===== src/rtl/fp_mult_pkg.sv =====
// Shared types and encoding helpers for the sequential floating-point multiplier.
// All helpers take the field widths as arguments so any EXP_W/MAN_W pair can use them.
package fp_mult_pkg;

  typedef enum logic [1:0] {IDLE, UNPACK, MULT, NORM} state_e;

  typedef enum logic [1:0] {ZERO, NORMAL, INF, NAN} op_class_e;

  function automatic int fp_width(input int exp_w, input int man_w);
    return 1 + exp_w + man_w;
  endfunction

  function automatic int fp_bias(input int exp_w);
    return (1 << (exp_w - 1)) - 1;
  endfunction

  // Encodings are built in 64 bits and narrowed by the user to the word width.
  function automatic logic [63:0] fp_inf(input int exp_w, input int man_w);
    return ((64'(1) << exp_w) - 64'(1)) << man_w;
  endfunction

  function automatic logic [63:0] fp_qnan(input int exp_w, input int man_w);
    return ((64'(1) << (exp_w + 1)) - 64'(1)) << (man_w - 1);
  endfunction

endpackage


===== src/rtl/fp_mult_mant.sv =====
// fp_mant_seq_mult: N x N unsigned shift-add multiplier, one multiplier bit per cycle.
// A start pulse loads the operands; done_o is high during the final step (N steps total).
module fp_mant_seq_mult #(
  parameter int N = 11
) (
  input  logic             clk,
  input  logic             rst,
  input  logic             start_i,
  input  logic [N-1:0]     a_i,
  input  logic [N-1:0]     b_i,
  output logic             done_o,
  output logic [2*N-1:0]   product_o
);

  localparam int CW = $clog2(N);
  localparam logic [CW-1:0] LAST = CW'(N - 1);

  logic [2*N-1:0] mcand_q;
  logic [2*N-1:0] product_q;
  logic [N-1:0]   mplier_q;
  logic [CW-1:0]  cnt_q;
  logic           active_q;

  // NOTE: sequential state uses non-blocking assignments so every register samples pre-edge values.
  always_ff @(posedge clk or posedge rst) begin
    if (rst) begin
      mcand_q   <= '0;
      product_q <= '0;
      mplier_q  <= '0;
      cnt_q     <= '0;
      active_q  <= 1'b0;
    end else if (start_i) begin
      mcand_q   <= {{N{1'b0}}, a_i};
      mplier_q  <= b_i;
      product_q <= '0;
      cnt_q     <= '0;
      active_q  <= 1'b1;
    end else if (active_q) begin
      if (mplier_q[0]) product_q <= product_q + mcand_q;
      mcand_q  <= mcand_q << 1;
      mplier_q <= mplier_q >> 1;
      cnt_q    <= cnt_q + 1'b1;
      if (cnt_q == LAST) active_q <= 1'b0;
    end
  end

  assign done_o    = active_q && (cnt_q == LAST);
  assign product_o = product_q;

endmodule


===== src/rtl/fp_multiply_seq.sv =====
// Sequential floating-point multiplier with fixed MAN_W+3 cycle latency and DAZ/FTZ behaviour.
// Define ROUND_NEAREST_EN for round-to-nearest-even; the default build truncates toward zero.
module fp_multiply_seq
  import fp_mult_pkg::*;
#(
  parameter int EXP_W = 5,
  parameter int MAN_W = 10
) (
  input  logic                 clk,
  input  logic                 rst,
  input  logic [EXP_W+MAN_W:0] in_A,
  input  logic [EXP_W+MAN_W:0] in_B,
  input  logic                 in_En,
  output logic [EXP_W+MAN_W:0] out_Out,
  output logic                 out_Ready,
  output logic                 out_Busy,
  output logic                 out_Ovf,
  output logic                 out_Unf
);

  localparam int W   = fp_width(EXP_W, MAN_W);
  localparam int N   = MAN_W + 1;
  localparam int EW2 = EXP_W + 2;
  localparam logic [W-1:0]          QNAN    = W'(fp_qnan(EXP_W, MAN_W));
  localparam logic [W-1:0]          INF_MAG = W'(fp_inf(EXP_W, MAN_W));
  localparam logic signed [EW2-1:0] BIAS    = EW2'(fp_bias(EXP_W));
  localparam logic signed [EW2-1:0] EXP_MAX = EW2'((1 << EXP_W) - 1);

  state_e                 state_q;
  logic [W-1:0]           a_q, b_q, out_q, res_d;
  op_class_e              cls_a_q, cls_b_q;
  logic                   sign_q, ready_q, busy_q, ovf_q, unf_q, ovf_d, unf_d;
  logic signed [EW2-1:0]  exp_q, exp_r;
  logic                   mult_start, mult_done, norm_shift, carry;
  logic [2*N-1:0]         product, prod_n;
  logic [MAN_W-1:0]       frac_t, frac_r;
`ifdef ROUND_NEAREST_EN
  logic                   guard_b, round_b, sticky_b;
`endif

  // Subnormals classify as zero (denormals-are-zero).
  function automatic op_class_e classify(input logic [W-2:0] x);
    if (x[W-2 -: EXP_W] == '0) return ZERO;
    if (x[W-2 -: EXP_W] == '1) return (x[MAN_W-1:0] == '0) ? INF : NAN;
    return NORMAL;
  endfunction

  assign mult_start = (state_q == UNPACK);

  fp_mant_seq_mult #(.N(N)) u_mant (
    .clk       (clk),
    .rst       (rst),
    .start_i   (mult_start),
    .a_i       ({1'b1, a_q[MAN_W-1:0]}),
    .b_i       ({1'b1, b_q[MAN_W-1:0]}),
    .done_o    (mult_done),
    .product_o (product)
  );

  always_comb begin
    // NOTE: every always_comb output is defaulted first so no path can infer a latch.
    res_d      = '0;
    ovf_d      = 1'b0;
    unf_d      = 1'b0;
    norm_shift = product[2*N-1];
    prod_n     = norm_shift ? product : (product << 1);
    frac_t     = MAN_W'(prod_n >> N);
`ifdef ROUND_NEAREST_EN
    guard_b  = prod_n[N-1];
    round_b  = prod_n[N-2];
    sticky_b = |prod_n[N-3:0];
    {carry, frac_r} = {1'b0, frac_t} + N'(guard_b & (round_b | sticky_b | frac_t[0]));
`else
    carry  = 1'b0;
    frac_r = frac_t;
`endif
    exp_r = exp_q + EW2'(norm_shift) + EW2'(carry);

    if (cls_a_q == NAN || cls_b_q == NAN ||
        (cls_a_q == INF && cls_b_q == ZERO) || (cls_a_q == ZERO && cls_b_q == INF)) begin
      res_d = QNAN;
    end else if (cls_a_q == INF || cls_b_q == INF) begin
      res_d = {sign_q, INF_MAG[W-2:0]};
    end else if (cls_a_q == ZERO || cls_b_q == ZERO) begin
      res_d = {sign_q, {(W-1){1'b0}}};
    end else if (exp_r >= EXP_MAX) begin
      res_d = {sign_q, INF_MAG[W-2:0]};
      ovf_d = 1'b1;
    end else if (exp_r[EW2-1] || exp_r == '0) begin
      res_d = {sign_q, {(W-1){1'b0}}};
      unf_d = 1'b1;
    end else begin
      res_d = {sign_q, exp_r[EXP_W-1:0], frac_r};
    end
  end

  always_ff @(posedge clk or posedge rst) begin
    if (rst) begin
      state_q <= IDLE;
      a_q     <= '0;
      b_q     <= '0;
      cls_a_q <= ZERO;
      cls_b_q <= ZERO;
      sign_q  <= 1'b0;
      exp_q   <= '0;
      out_q   <= '0;
      ready_q <= 1'b0;
      busy_q  <= 1'b0;
      ovf_q   <= 1'b0;
      unf_q   <= 1'b0;
    end else begin
      ready_q <= 1'b0;
      case (state_q)
        IDLE: if (in_En) begin
          a_q     <= in_A;
          b_q     <= in_B;
          busy_q  <= 1'b1;
          ovf_q   <= 1'b0;
          unf_q   <= 1'b0;
          state_q <= UNPACK;
        end
        UNPACK: begin
          cls_a_q <= classify(a_q[W-2:0]);
          cls_b_q <= classify(b_q[W-2:0]);
          sign_q  <= a_q[W-1] ^ b_q[W-1];
          exp_q   <= EW2'(a_q[W-2 -: EXP_W]) + EW2'(b_q[W-2 -: EXP_W]) - BIAS;
          state_q <= MULT;
        end
        MULT: if (mult_done) state_q <= NORM;
        NORM: begin
          out_q   <= res_d;
          ovf_q   <= ovf_d;
          unf_q   <= unf_d;
          ready_q <= 1'b1;
          busy_q  <= 1'b0;
          state_q <= IDLE;
        end
        default: state_q <= IDLE;
      endcase
    end
  end

  assign out_Out   = out_q;
  assign out_Ready = ready_q;
  assign out_Busy  = busy_q;
  assign out_Ovf   = ovf_q;
  assign out_Unf   = unf_q;

endmodule


===== config.mk =====
export PLATFORM = sky130hd
export DESIGN_NAME = fp_multiply_seq
export DESIGN_NICKNAME = d
export VERILOG_FILES = /design/src/rtl/fp_mult_pkg.sv /design/src/rtl/fp_mult_mant.sv /design/src/rtl/fp_multiply_seq.sv
export SDC_FILE = /design/constraint.sdc
export NUM_CORES = 1
export LEC_CHECK = 0
export BUFFER_PORTS_ARGS = -buffer_cell sky130_fd_sc_hd__buf_2
export CORE_MARGIN = 3
export CORE_UTILIZATION = 45
export DETAILED_ROUTE_END_ITERATION = 12
export GPL_TIMING_DRIVEN = 0
export HOLD_SLACK_MARGIN = 0.12
export PLACE_DENSITY = 0.68
export SLEW_MARGIN = 10
export SYNTH_ARGS = -nofsm -noshare
export SYNTH_HDL_FRONTEND = slang
export SYNTH_HIERARCHICAL = 1
export SYNTH_SLANG_ARGS = --single-unit

===== constraint.sdc =====
create_clock -name clk -period 4.9 [get_ports clk]
set_clock_uncertainty 0.15 [all_clocks]
set_input_delay 1.47 -clock clk [delete_from_list [all_inputs] [get_ports clk]]
set_output_delay 1.47 -clock clk [all_outputs]
set_load 0.02 [all_outputs]

==> key figures <==
STA
  • Hold Violations, Final: 0
  • RSZ-0062 raised after global routing: no
  • Final WS setup: 2.15 ns
  • Pins over their slew limit: 0
  • Fin Setup TNS: 0 ns
  • Final Cycle Share: 0.562
  • Fmax: 0.363 GHz
  • Crit path time final: 2.75 ns
  • Worst slew pin tran: 0.844 ns
  • Setup-failing EPs final: 0
  • Rel. slew slack: 0.435
  • Fin Hold WS: 0.351 ns

Clock tree
  • Clk Latency, worst-skew pair: 0.42 ns
  • # resized after CTS: 0
  • Hold-fix buffer count after cts: 0
  • CTS Root Cell: clkbuf_16
  • Num CTS Buffers: 17
  • TritonCTS clock tree: yes
  • CTS clk-pin slew, worst paths: 0.06 ns
  • H-tree Lvls: 4
  • Clock Tree Buf Depth: 2
  • Post-CTS Repair Setup Buffers: 0
  • Clock sinks: 126

Critical path
  • Worst Path Required: 5.06 ns
  • Critical-path cell list: ha_1 > inv_1 > fa_1 > nor2b_1 > o2111ai_1 > a31oi_1 > o21ai_0 > a21o_1 > a32o_1
  • Endpoint class of the critical path: register
  • Crit path DAT: 2.91 ns
  • Max incr delay on CP: 0.40 ns
  • Crit-path slowest cell: a31oi_1
  • CP Class: reg2reg
  • Worst Setup Start Kind: register
  • Max FO, Critical Path: 4

Global routing
  • First-pass GRT wire length: 27300 um
  • Number of global-route vias before repair: 5570
  • Met3 Use GR: 0.0472
  • GRT Max-Usage Layer: met2
  • Initial antenna violation count: 0
  • Remaining Overflow, GRT: 0
  • Grt met1 use: 0.258
  • Largest net degree at the start of global routing: 67
  • Gr usage total: 0.203
  • Met2 GRT Util: 0.340

Floorplanning
  • Row count: 44
  • Core ar.: 0.0149 mm^2
  • Die ar.: 0.0170 mm^2
  • # IOs: 55
  • Initial Utilization: 0.469
  • Die width: 131 um
  • Die Span Y: 131 um

Power and ir drop
  • Sw Ratio: 0.410
  • Combinational power share: 0.450
  • Reg power frac: 0.331
  • LEAKAGE: 3.89 nW
  • IR drop worst, VDD: 0.345 mV
  • Pwr dens: 706 mW/mm^2
  • Power Total: 0.00570 W
  • Internal power: 0.00336 W
  • Clk pwr share: 0.219
  • Switching power: 0.00234 W

Layout
  • Layout cells sized above 1: 0.199
  • Area grow syn2layout: 15.7%
  • Layout filler cell count: 1316
  • Diode count: 0
  • Nets: 826

Synthesis
  • Synth top area share: 0.452
  • Number of synthesized register bits: 126
  • Post-synthesis cell count: 677
  • Avg Cell Area, Syn: 10.3 um^2
  • Top post-synthesis cells by area: dfrtp_1 (45%), ha_1 (6.8%), mux2i_1 (6.3%), mux2_2 (6.1%), nand2_1 (3.1%)
  • Yosys cell types: 69
  • Cell taking the most area after synthesis: dfrtp_1
  • Sequential share of the synthesized area: 0.452
  • Post-synth EDFFs: 0
  • Yosys warns: 6
  • Top FF cell, synth: dfrtp_1
  • Asr flop ratio synth: 1.00
  • Syn Std Cell Area: 0.00698 mm^2

Route
  • DRT Pass-1 Iters: 5
  • Total Wirelength: 15900 um
  • Antenna Nets Post-Route: 0
  • Iter 0 DRT Violations: 408
  • Vias: 5362
  • Vias per inst: 5.66
  • Routed len/inst: 16.8 um
  • Residual DRC: 0

Place
  • Hpwl dp: 11700 um
  • Port-buffer cells: 54
  • Setup slack after placement: 1.89 ns
  • Routability Congestion: 0.903

Hold path
  • Hold WC Path Type: reg2reg

Run
  • Max cap viols: 0

Outcome
  • Status: finished, final reports clean
cells in the mapped netlist, types with 6 or more instances:
master / n
nor2b_1: 7
buf_1: 6
nand3_1: 18
o22ai_1: 8
and3_1: 6
nand2_1: 58
mux2_2: 38
nand3b_1: 7
clkbuf_1: 17
and2_1: 6
dfrtp_1: 126
a21oi_1: 27
a211oi_1: 9
xnor2_1: 11
nor4_1: 8
mux2i_1: 44
a21o_1: 14
o21ai_0: 42
inv_1: 38
nor2_1: 51
nand4_1: 10
ha_1: 38
stage by stage:
step | instances | area, um^2 | utilization
after detailed placement | 916 | 7480 | 0.504
final | 948 | 8070 | 0.543
after floorplan | 678 | 6980 | -
after CTS | 948 | 8070 | 0.543
after global routing | 948 | 8070 | 0.543
after global placement | 916 | 7480 | 0.503
path summary, 6_finish.rpt:
check / from / endpoint / slack [ns] / depth (start not counted)
min in group asynchronous: rst / u_mant/cnt_q[1]$_DFFE_PP0P_ / 1.07 / 2
max: u_mant/mcand_q[0]$_DFFE_PP0P_ / u_mant/product_o[20]$_DFFE_PP0P_ / 2.15 / 9
min: out_Out[12]$_DFFE_PP0P_ / out_Out[12]$_DFFE_PP0P_ / 0.35 / 1
min reg2reg: out_Out[12]$_DFFE_PP0P_ / out_Out[12]$_DFFE_PP0P_ / 0.35 / 1
max in group asynchronous: rst / out_Out[12]$_DFFE_PP0P_ / 2.99 / 2
max reg2reg: u_mant/mcand_q[0]$_DFFE_PP0P_ / u_mant/product_o[20]$_DFFE_PP0P_ / 2.15 / 9
layout make-up:
type	count	area (um^2)	share of cell area
multi-input cells	485	3550	0.441
clock buffers	17	425	0.0527
flip-flops and latches	126	3150	0.391
inverters	38	148	0.0183
clock inverters	15	159	0.0197
repair buffers	54	270	0.0335
well taps	184	230	0.0285
plain buffers	29	129	0.0160
sequential cells by signal, indices dropped and copies added, names as in the netlist, 4 cells and up:
signal,flops
out_Out,16
u_mant/mplier_q,11
exp_q,7
b_q,16
u_mant/cnt_q,4
u_mant/mcand_q,22
u_mant/product_o,22
a_q,16
worst max-delay path: cells and delay by family, from the launching register on:
kind	cells	cell delay [ns]
adder cells (fa/ha/maj)	2	0.56
AND/OR/NAND/NOR	1	0.22
flip-flops	1	0.37
AO/OA/AOI/OAI	5	1.29
buffers and inverters	1	0.05
routing by layer:
| metal | up-vias | part of all wire |
|---|---|---|
| met4 | 0 | 0.017 |
| li1 | 2590 | - |
| met3 | 23 | 0.035 |
| met5 | - | 0 |
| met1 | 2654 | 0.44 |
| met2 | 95 | 0.51 |
power by group through the flow:
stage / registers, W / logic, W / clock network, W
floorplan: 0.00184 / 0.00192 / 0
global placement: 0.00188 / 0.00246 / 0
detailed placement: 0.00190 / 0.00255 / 0
CTS: 0.00189 / 0.00257 / 0.00127
global route: 0.00196 / 0.00287 / 0.00133
finish: 0.00189 / 0.00256 / 0.00125
cell families (layout without fill, tap and decap cells):
kind of cell,after synthesis,in the layout,synth area share
muxes,83,83,0.126
xor gates and xnor gates,16,16,0.0201
DFF,126,126,0.452
other,1,2,0.000538
AOI/OAI and AO/OA,149,149,0.150
adders and majority gates,40,40,0.0739
buffers and inverters,67,153,0.0389
and+or+nand+nor,195,195,0.138
cell usage in the layout (no fill, tap or decap), drive strengths merged, types with 11 or more instances in the layout:
master and instances:
a21o 14, a21oi 28, buf 66, clkbuf 34, dfrtp 126, ha 38, inv 44, mux2 39
mux2i 44, nand2 59, nand3 18, nor2 51, o21ai 44, xnor2 11
(Power assumes the default switching activity.)
